<file path="config.mk">
export PLATFORM = sky130hd
export DESIGN_NAME = instr_fetch_ctrl_flat
export DESIGN_NICKNAME = d
export VERILOG_FILES = /design/src/rtl/fetch_pkg.sv /design/src/rtl/instr_fetch_ctrl_if.sv /design/src/rtl/fetch_perf_cnt.sv /design/src/rtl/instr_fetch_ctrl.sv /design/src/flat_wrapper.sv
export SDC_FILE = /design/constraint.sdc
export NUM_CORES = 1
export LEC_CHECK = 0
export BUFFER_PORTS_ARGS = -buffer_cell sky130_fd_sc_hd__buf_2
export CELL_PAD_IN_SITES_DETAIL_PLACEMENT = 0
export CELL_PAD_IN_SITES_GLOBAL_PLACEMENT = 1
export CORE_MARGIN = 2
export CORE_UTILIZATION = 35
export CTS_CLUSTER_SIZE = 20
export DETAILED_ROUTE_END_ITERATION = 16
export PLACE_DENSITY_LB_ADDON = 0.1
export SYNTH_ARGS = -nofsm -noshare
export SYNTH_HDL_FRONTEND = slang
export SYNTH_SLANG_ARGS = --single-unit
export TNS_END_PERCENT = 20
</file>
<file path="constraint.sdc">
create_clock -name clk -period 4.3 [get_ports clk]
set_input_delay 0.86 -clock clk [delete_from_list [all_inputs] [get_ports clk]]
set_output_delay 0.86 -clock clk [all_outputs]
set_load 0.01 [all_outputs]
</file>
<file path="src/rtl/fetch_pkg.sv">
// Shared types and default constants for the instruction fetch sequencer.
package fetch_pkg;

  typedef enum logic [1:0] {
    IDLE = 2'd0,
    RUN  = 2'd1,
    HALT = 2'd2
  } fetch_state_t;

  localparam logic [31:0] NOP_INSTR    = 32'h0000_0000;
  localparam logic [15:0] DEF_RESET_PC = 16'h0001;
  localparam logic [15:0] DEF_LAST_PC  = 16'h0003;

endpackage

</file>
<file path="src/rtl/instr_fetch_ctrl_if.sv">
// ROM / decode-side bundle of the fetch sequencer; master is the fetch controller.
interface instr_fetch_ctrl_if #(
  parameter int ADDR_W  = 16,
  parameter int INSTR_W = 32
);

  logic [ADDR_W-1:0]  rom_addr;
  logic [INSTR_W-1:0] rom_data;
  logic               stall;
  logic               redirect;
  logic [ADDR_W-1:0]  redirect_pc;
  logic [INSTR_W-1:0] if_instr;
  logic [ADDR_W-1:0]  if_pc;
  logic               if_valid;
  logic               halted;

  modport master (
    output rom_addr, if_instr, if_pc, if_valid, halted,
    input  rom_data, stall, redirect, redirect_pc
  );

  modport slave (
    input  rom_addr, if_instr, if_pc, if_valid, halted,
    output rom_data, stall, redirect, redirect_pc
  );

endinterface

</file>
<file path="src/rtl/fetch_perf_cnt.sv">
// Saturating fetch/stall event counters for the fetch sequencer.
module fetch_perf_cnt (
  input  logic        clk,
  input  logic        rst,
  input  logic        fetch_inc,
  input  logic        stall_inc,
  output logic [31:0] fetch_cnt,
  output logic [31:0] stall_cnt
);

  function automatic logic [31:0] sat_inc(input logic [31:0] v, input logic en);
    return (en && (v != '1)) ? v + 32'd1 : v;
  endfunction

  always_ff @(posedge clk) begin
    if (rst) begin
      fetch_cnt <= '0;
      stall_cnt <= '0;
    end else begin
      fetch_cnt <= sat_inc(fetch_cnt, fetch_inc);
      stall_cnt <= sat_inc(stall_cnt, stall_inc);
    end
  end

endmodule

</file>
<file path="src/rtl/instr_fetch_ctrl.sv">
// Fetch sequencer: PC/FSM, ROM addressing and IF/ID register with valid flag.
// Optional perf counters (fetch_cnt, stall_cnt) are built when FETCH_PERF_CNT_EN is defined.
module instr_fetch_ctrl
  import fetch_pkg::*;
#(
  parameter int                ADDR_W   = 16,
  parameter int                INSTR_W  = 32,
  parameter logic [ADDR_W-1:0] RESET_PC = ADDR_W'(DEF_RESET_PC),
  parameter logic [ADDR_W-1:0] LAST_PC  = ADDR_W'(DEF_LAST_PC)
) (
  input  logic               clk,
  input  logic               rst,
  instr_fetch_ctrl_if.master bus
`ifdef FETCH_PERF_CNT_EN
  ,
  output logic [31:0]        fetch_cnt,
  output logic [31:0]        stall_cnt
`endif
);

  fetch_state_t       state, state_nxt;
  logic [ADDR_W-1:0]  pc, pc_nxt;
  logic [INSTR_W-1:0] if_instr_p1, if_instr_nxt;
  logic [ADDR_W-1:0]  if_pc_p1, if_pc_nxt;
  logic               vld_p1, vld_nxt;

  always_comb begin
    state_nxt    = state;
    pc_nxt       = pc;
    if_instr_nxt = if_instr_p1;
    if_pc_nxt    = if_pc_p1;
    vld_nxt      = vld_p1;
    case (state)
      IDLE: begin
        state_nxt = RUN;
        vld_nxt   = 1'b0;
      end
      RUN: begin
        if (bus.redirect) begin
          pc_nxt       = bus.redirect_pc;
          vld_nxt      = 1'b0;
          if_instr_nxt = INSTR_W'(NOP_INSTR);
        end else if (!bus.stall) begin
          if_instr_nxt = bus.rom_data;
          if_pc_nxt    = pc;
          vld_nxt      = 1'b1;
          // PC saturates at all-ones; anything at or past LAST_PC ends the program
          if (pc != '1) pc_nxt = pc + ADDR_W'(1);
          if (pc >= LAST_PC) state_nxt = HALT;
        end
      end
      HALT: begin
        if (bus.redirect) begin
          pc_nxt       = bus.redirect_pc;
          vld_nxt      = 1'b0;
          if_instr_nxt = INSTR_W'(NOP_INSTR);
          state_nxt    = RUN;
        end else if (!bus.stall) begin
          vld_nxt = 1'b0;
        end
      end
      default: state_nxt = IDLE;
    endcase
  end

  // ---- IF/ID stage boundary ----
  always_ff @(posedge clk) begin
    if (rst) begin
      state       <= IDLE;
      pc          <= RESET_PC;
      if_instr_p1 <= '0;
      if_pc_p1    <= '0;
      vld_p1      <= 1'b0;
    end else begin
      state       <= state_nxt;
      pc          <= pc_nxt;
      if_instr_p1 <= if_instr_nxt;
      if_pc_p1    <= if_pc_nxt;
      vld_p1      <= vld_nxt;
    end
  end

  assign bus.rom_addr = pc;
  assign bus.if_instr = if_instr_p1;
  assign bus.if_pc    = if_pc_p1;
  assign bus.if_valid = vld_p1;
  assign bus.halted   = (state == HALT);

`ifdef FETCH_PERF_CNT_EN
  logic fetch_inc, stall_inc;
  assign fetch_inc = (state == RUN) && !bus.redirect && !bus.stall;
  assign stall_inc = (state == RUN) && !bus.redirect &&  bus.stall;

  fetch_perf_cnt u_perf (
    .clk       (clk),
    .rst       (rst),
    .fetch_inc (fetch_inc),
    .stall_inc (stall_inc),
    .fetch_cnt (fetch_cnt),
    .stall_cnt (stall_cnt)
  );
`endif

endmodule
</file>
<file path="src/flat_wrapper.sv">
// flat-port wrapper written by rule: the top's interface ports become plain ports
module instr_fetch_ctrl_flat import fetch_pkg::*;
#(
  parameter int                ADDR_W   = 16,
  parameter int                INSTR_W  = 32,
  parameter logic [ADDR_W-1:0] RESET_PC = ADDR_W'(DEF_RESET_PC),
  parameter logic [ADDR_W-1:0] LAST_PC  = ADDR_W'(DEF_LAST_PC)
)
  (clk, rst, bus_rom_addr, bus_if_instr, bus_if_pc, bus_if_valid, bus_halted, bus_rom_data, bus_stall, bus_redirect, bus_redirect_pc);
  instr_fetch_ctrl_if #(.ADDR_W(ADDR_W), .INSTR_W(INSTR_W)) bus_i ();
  input  logic clk;
  input  logic rst;
  output wire logic [$bits(bus_i.rom_addr)-1:0] bus_rom_addr;
  output wire logic [$bits(bus_i.if_instr)-1:0] bus_if_instr;
  output wire logic [$bits(bus_i.if_pc)-1:0] bus_if_pc;
  output wire logic [$bits(bus_i.if_valid)-1:0] bus_if_valid;
  output wire logic [$bits(bus_i.halted)-1:0] bus_halted;
  input wire logic [$bits(bus_i.rom_data)-1:0] bus_rom_data;
  input wire logic [$bits(bus_i.stall)-1:0] bus_stall;
  input wire logic [$bits(bus_i.redirect)-1:0] bus_redirect;
  input wire logic [$bits(bus_i.redirect_pc)-1:0] bus_redirect_pc;
  assign bus_rom_addr = bus_i.rom_addr;
  assign bus_if_instr = bus_i.if_instr;
  assign bus_if_pc = bus_i.if_pc;
  assign bus_if_valid = bus_i.if_valid;
  assign bus_halted = bus_i.halted;
  assign bus_i.rom_data = bus_rom_data;
  assign bus_i.stall = bus_stall;
  assign bus_i.redirect = bus_redirect;
  assign bus_i.redirect_pc = bus_redirect_pc;
  instr_fetch_ctrl #(.ADDR_W(ADDR_W), .INSTR_W(INSTR_W), .RESET_PC(RESET_PC), .LAST_PC(LAST_PC)) u_core (.clk(clk), .rst(rst), .bus(bus_i));
endmodule
</file>
After elaboration in Yosys (flattened, before gate mapping)
Cells that the tools add are included.
{"block": "word_totals", "mem_bits_ro": 0, "latch_bits": 0, "output_inout_bits": 66, "ramBits": 0, "memories": 0, "inputBits": 52, "regBits": 67}
{"block": "classes", "div": 0, "shift": 0, "n_eq_ne": 10, "muxes": 19, "magnitude_cmp": 1, "bitwise_logic": 2, "add_sub_neg": 1, "mul": 0, "n_reduce_logical": 8}
{"op": "$mux 32", "n": 3}
{"op": "$mux 16", "n": 4}
{"op": "$pmux 32 s2", "n": 1}
{"op": "$pmux 16 s2", "n": 1}
{"op": "$add 16x1->16 const B", "n": 1}
{"op": "$ge 16x2->1 const B", "n": 1}
{"op": "$ne 16x16->1 const B", "n": 1}
{"op": "$reduce_and 3->1", "n": 3}
{"op": "$mux 2", "n": 4}
{"op": "$reduce_and 4->1", "n": 2}
{"op": "$ne 3x2->1 const B", "n": 2}
{"op": "$pmux 2 s3", "n": 1}
{"op": "$mux 1", "n": 4}
{"op": "$ne 2x1->1 const B", "n": 2}
{"op": "$ne 2x2->1 const B", "n": 2}
{"op": "$ne 3x3->1 const B", "n": 1}
{"op": "$pmux 1 s3", "n": 1}
{"op": "$reduce_bool 3->1", "n": 1}
{"op": "$eq 2x1->1 const B", "n": 1}
{"op": "$eq 2x2->1 const B", "n": 1}
{"op": "$logic_not 2->1", "n": 1}
{"op": "$not 1->1", "n": 2}
{"op": "$reduce_bool 2->1", "n": 1}

Depth between registers and ports, before layout
{"block": "depth", "word_depth": 5, "ltp_mapped": 10}

Worst setup path after synthesis
Ideal clock, no wire load.
{"block": "synth_timing", "kind": "input to register", "startpoint": "input bus_redirect", "endpoint": "register u_core.pc[13], in the netlist u_core.bus.rom_addr[13]", "setup_ns": 0.070, "arrival_ns": 2.101, "required_ns": 4.230, "cell_stages": 7, "setup_slack_ns": 2.128, "n_path_buf": 3, "cell_sequence": "buf_4 or2_2 buf_2 buf_2 o41ai_1 nand2_1 a21oi_1"}
{"block": "synth_via", "elab_chain_len": 2, "elab_cells_between_ends": 6, "cone_classes": "eq/ne (3); mux (2); reduce/logical (1)"}
{"element": "start: declaration", "line_no": "flat_wrapper.sv:20", "source": "input wire logic [$bits(bus_i.redirect)-1:0] bus_redirect;"}
{"element": "$ne 3x2->1 (no line) (tied with other cells)"}
{"element": "$reduce_and 4->1 (no line) or $pmux 16 s2 (tied branches)"}
{"element": "end signal: assignment", "line_no": "instr_fetch_ctrl.sv:76", "source": "pc <= pc_nxt;"}
{"element": "end: declaration", "line_no": "instr_fetch_ctrl.sv:22", "source": "logic [ADDR_W-1:0] pc, pc_nxt;"}
Several ways; a longest one is shown, not always the timed one.
A chain may end at the register's enable or synchronous reset.

Worst setup path after layout
{"block": "layout_timing", "startpoint": "register u_core.pc[0], in the netlist u_core.bus.rom_addr[0]", "endpoint": "register u_core.pc[15], in the netlist u_core.bus.rom_addr[15]"}
{"block": "layout_via", "elab_chain_len": 5, "elab_cells_between_ends": 8, "cone_classes": "add/sub (1); eq/ne (2); mux (4); reduce/logical (1)"}
{"element": "$add 16x1->16", "line_no": "instr_fetch_ctrl.sv:48", "source": "if (pc != '1) pc_nxt = pc + ADDR_W'(1);"}
{"element": "$mux 16", "line_no": "instr_fetch_ctrl.sv:48"}
{"element": "$mux 16", "line_no": "instr_fetch_ctrl.sv:43", "source": "end else if (!bus.stall) begin"}
{"element": "$mux 16", "line_no": "instr_fetch_ctrl.sv:39", "source": "if (bus.redirect) begin"}
{"element": "$pmux 16 s2", "line_no": "instr_fetch_ctrl.sv:33", "source": "case (state)"}
Several ways; a longest one is shown, not always the timed one. The select of a mux whose other input is x is not followed.

==> reports/metrics.cfg <==
[logic_synthesis]
synthFlopType=dfxtp_1
yosysTopAreaCell=dfxtp_1
syn-cell-area_um2=3000
ys_types=44
yosysSeqAreaShare=0.447
synth-edff-count=0
synth_seq_cells=67
ys_warn_count=0
synth_nets=445
syn-instance-count=389
async_flop_share=0
avgSynthCellArea_um2=7.71
ys_top_cells_by_area=dfxtp_1 45%, a21oi_1 11%, nand2_1 10%
synth.top_cell.area_share=0.447

[global_route]
grt_pass1_wl_mm=13.4
grt_max_degree=48
antenna_found_initial=0
first_global_vias=2658
grt_usage=0.188
grt_overflow=0

[worst_setup_path]
crit_arrival_ns=2.66
crit_fanout=11
worstPathRequired_ns=4.55
slowest_stage=a41oi_1
max_stage_delay_ns=0.53
crit_path_end_kind=register
crit_chain=ha_1 -> nand4_2 -> nor4_4 -> a41oi_1 -> a211o_1 -> o31ai_1
start_kind=register
crit_type=reg -> reg

[sta]
setup-tns-final_ns=0
skew_ns=0.00622
max_clock_freq_mhz=415
relSlewSlack=0.240
rsz0062_at_grt=false
setup_slack_ns=1.89
setup_viol=0
tightest_slew_ns=1.14
hold_viol_final=0
timing.final.crit_share=0.561
fin_crit_ns=2.41
slew_viol_final=0

[clock_network]
postCtsHoldBufs=0
htree_levels=3
post-cts-setup-buffers=0
cts-resized-gates=0
cts_buffers=9
cts_tree=yes
clock_latency_ns=0.34
cts.reportedPaths.clkPinSlew_ns=0.07
clockBufferDepth=2
ctsRootBufferMaster=clkbuf_8
clock_sink_count=67

[detailed_routing]
dr.pass1.iters=4
drt_wl_total_mm=8.89
dr.first_iter.drc_count=133
drc=0
dr_total_vias=3057
antenna_left=0
wl_per_cell_um=14.9
vias_per_cell=5.13

[pwr]
leakagePower_nw=1.60
powerDensity_nw_per_um2=430
ir_drop_mv=0.166
power.total_mw=1.63

[placed_design]
pre_cts_ws_ns=1.64
port_buffers=117
gp_congestion=0.766
dpl.hpwl_mm=5.91

[final_layout]
drive_above_1_share=0.291
final_common_cell=buf_2
final_core_util=0.458
nets=544
final_cell_mix=117 x buf_2, 83 x nand2_1, 67 x a21oi_1, 67 x dfxtp_1, 36 x nand3_1
fillers=877
num_antenna_cells=0
syn2layout_area_growth_pct=26.0

[floorplan]
design.die.area_um2=9330
chipHeight_um=96.6
ios=118
fp.dieW_um=96.6
start_util=0.363
rows=33
core_area_um2=8260

[flow_run]
maxCapViolations=0

[run_status]
outcome=finished, final reports clean

[hold_path]
worstHoldPathType=reg -> reg

-- kinds of logic after synthesis --
logic type	synth area share
mux	0.00334
buf+inv	0.0555
fa+ha+maj	0.0167
simple gates	0.261
flops	0.447
compound gates	0.216
-- worst paths after layout --
check,start,to,slack (ns),depth (start not counted)
worst min-delay path,u_core.bus.if_instr[26],u_core.bus.if_instr[26],0.45,2
worst max register to register,u_core.bus.rom_addr[0],u_core.bus.rom_addr[15],1.89,6
worst min register to register,u_core.bus.if_instr[26],u_core.bus.if_instr[26],0.45,2
worst max-delay path,u_core.bus.rom_addr[0],u_core.bus.rom_addr[15],1.89,6
-- power breakdown --
group          internal [mW]  switching, mW  leakage (nW)
Clock                  0.234          0.227        0.0843
Sequential             0.678         0.0667         0.544
Combinational          0.152          0.271         0.974
-- layout make-up --
type                            instances  area, um^2  area share
Tap cell                              105         131      0.0347
Clock buffer                           12         155      0.0410
Multi-Input combinational cell        283        1510       0.398
Sequential cell                        67        1340       0.355
Inverter                                7        26.3     0.00695
Timing Repair Buffer                  120         608       0.161
Clock inverter                          2        12.5     0.00331
-- flip-flops by register name, summed over array words and instances (netlist names) --
| name | count |
|---|---|
| u_core.state | 2 |
| u_core.bus.if_valid | 1 |
| u_core.bus.if_pc | 16 |
| u_core.bus.if_instr | 32 |
| u_core.bus.rom_addr | 16 |
-- stage by stage --
stage / hold WS, ns / instances / instance area (um^2)
after floorplan: 0.476 / 389 / 3000
after global placement: 0.435 / 582 / 3610
after detailed placement: 0.443 / 582 / 3610
after CTS: 0.452 / 596 / 3780
after global routing: 0.471 / 596 / 3780
final: 0.448 / 596 / 3780
-- cells in the mapped netlist, types with 5 or more instances --
library cell and instances:
nor2_1 20, o32ai_1 5, o21ai_0 9, clkbuf_1 19
nor3_1 6, nand3_1 36, dfxtp_1 67, buf_2 7
a21oi_1 67, inv_1 6, nand2b_1 6, nand2_1 83
-- layer usage --
layer	vias to the layer above	routed length, um	GRT usage
met5	-	0	0
met4	0	98	0.0798
met3	7	429	0.0380
li1	1560	-	-
met1	1419	4180	0.258
met2	71	4180	0.286
-- critical path: cells and delay by family (launching register included) --
family | cells | cell delay [ns]
simple gates | 2 | 0.56
flops | 1 | 0.45
compound gates | 3 | 1.01
fa+ha+maj | 1 | 0.31
Note: power is estimated with default switching activity, not from simulation.
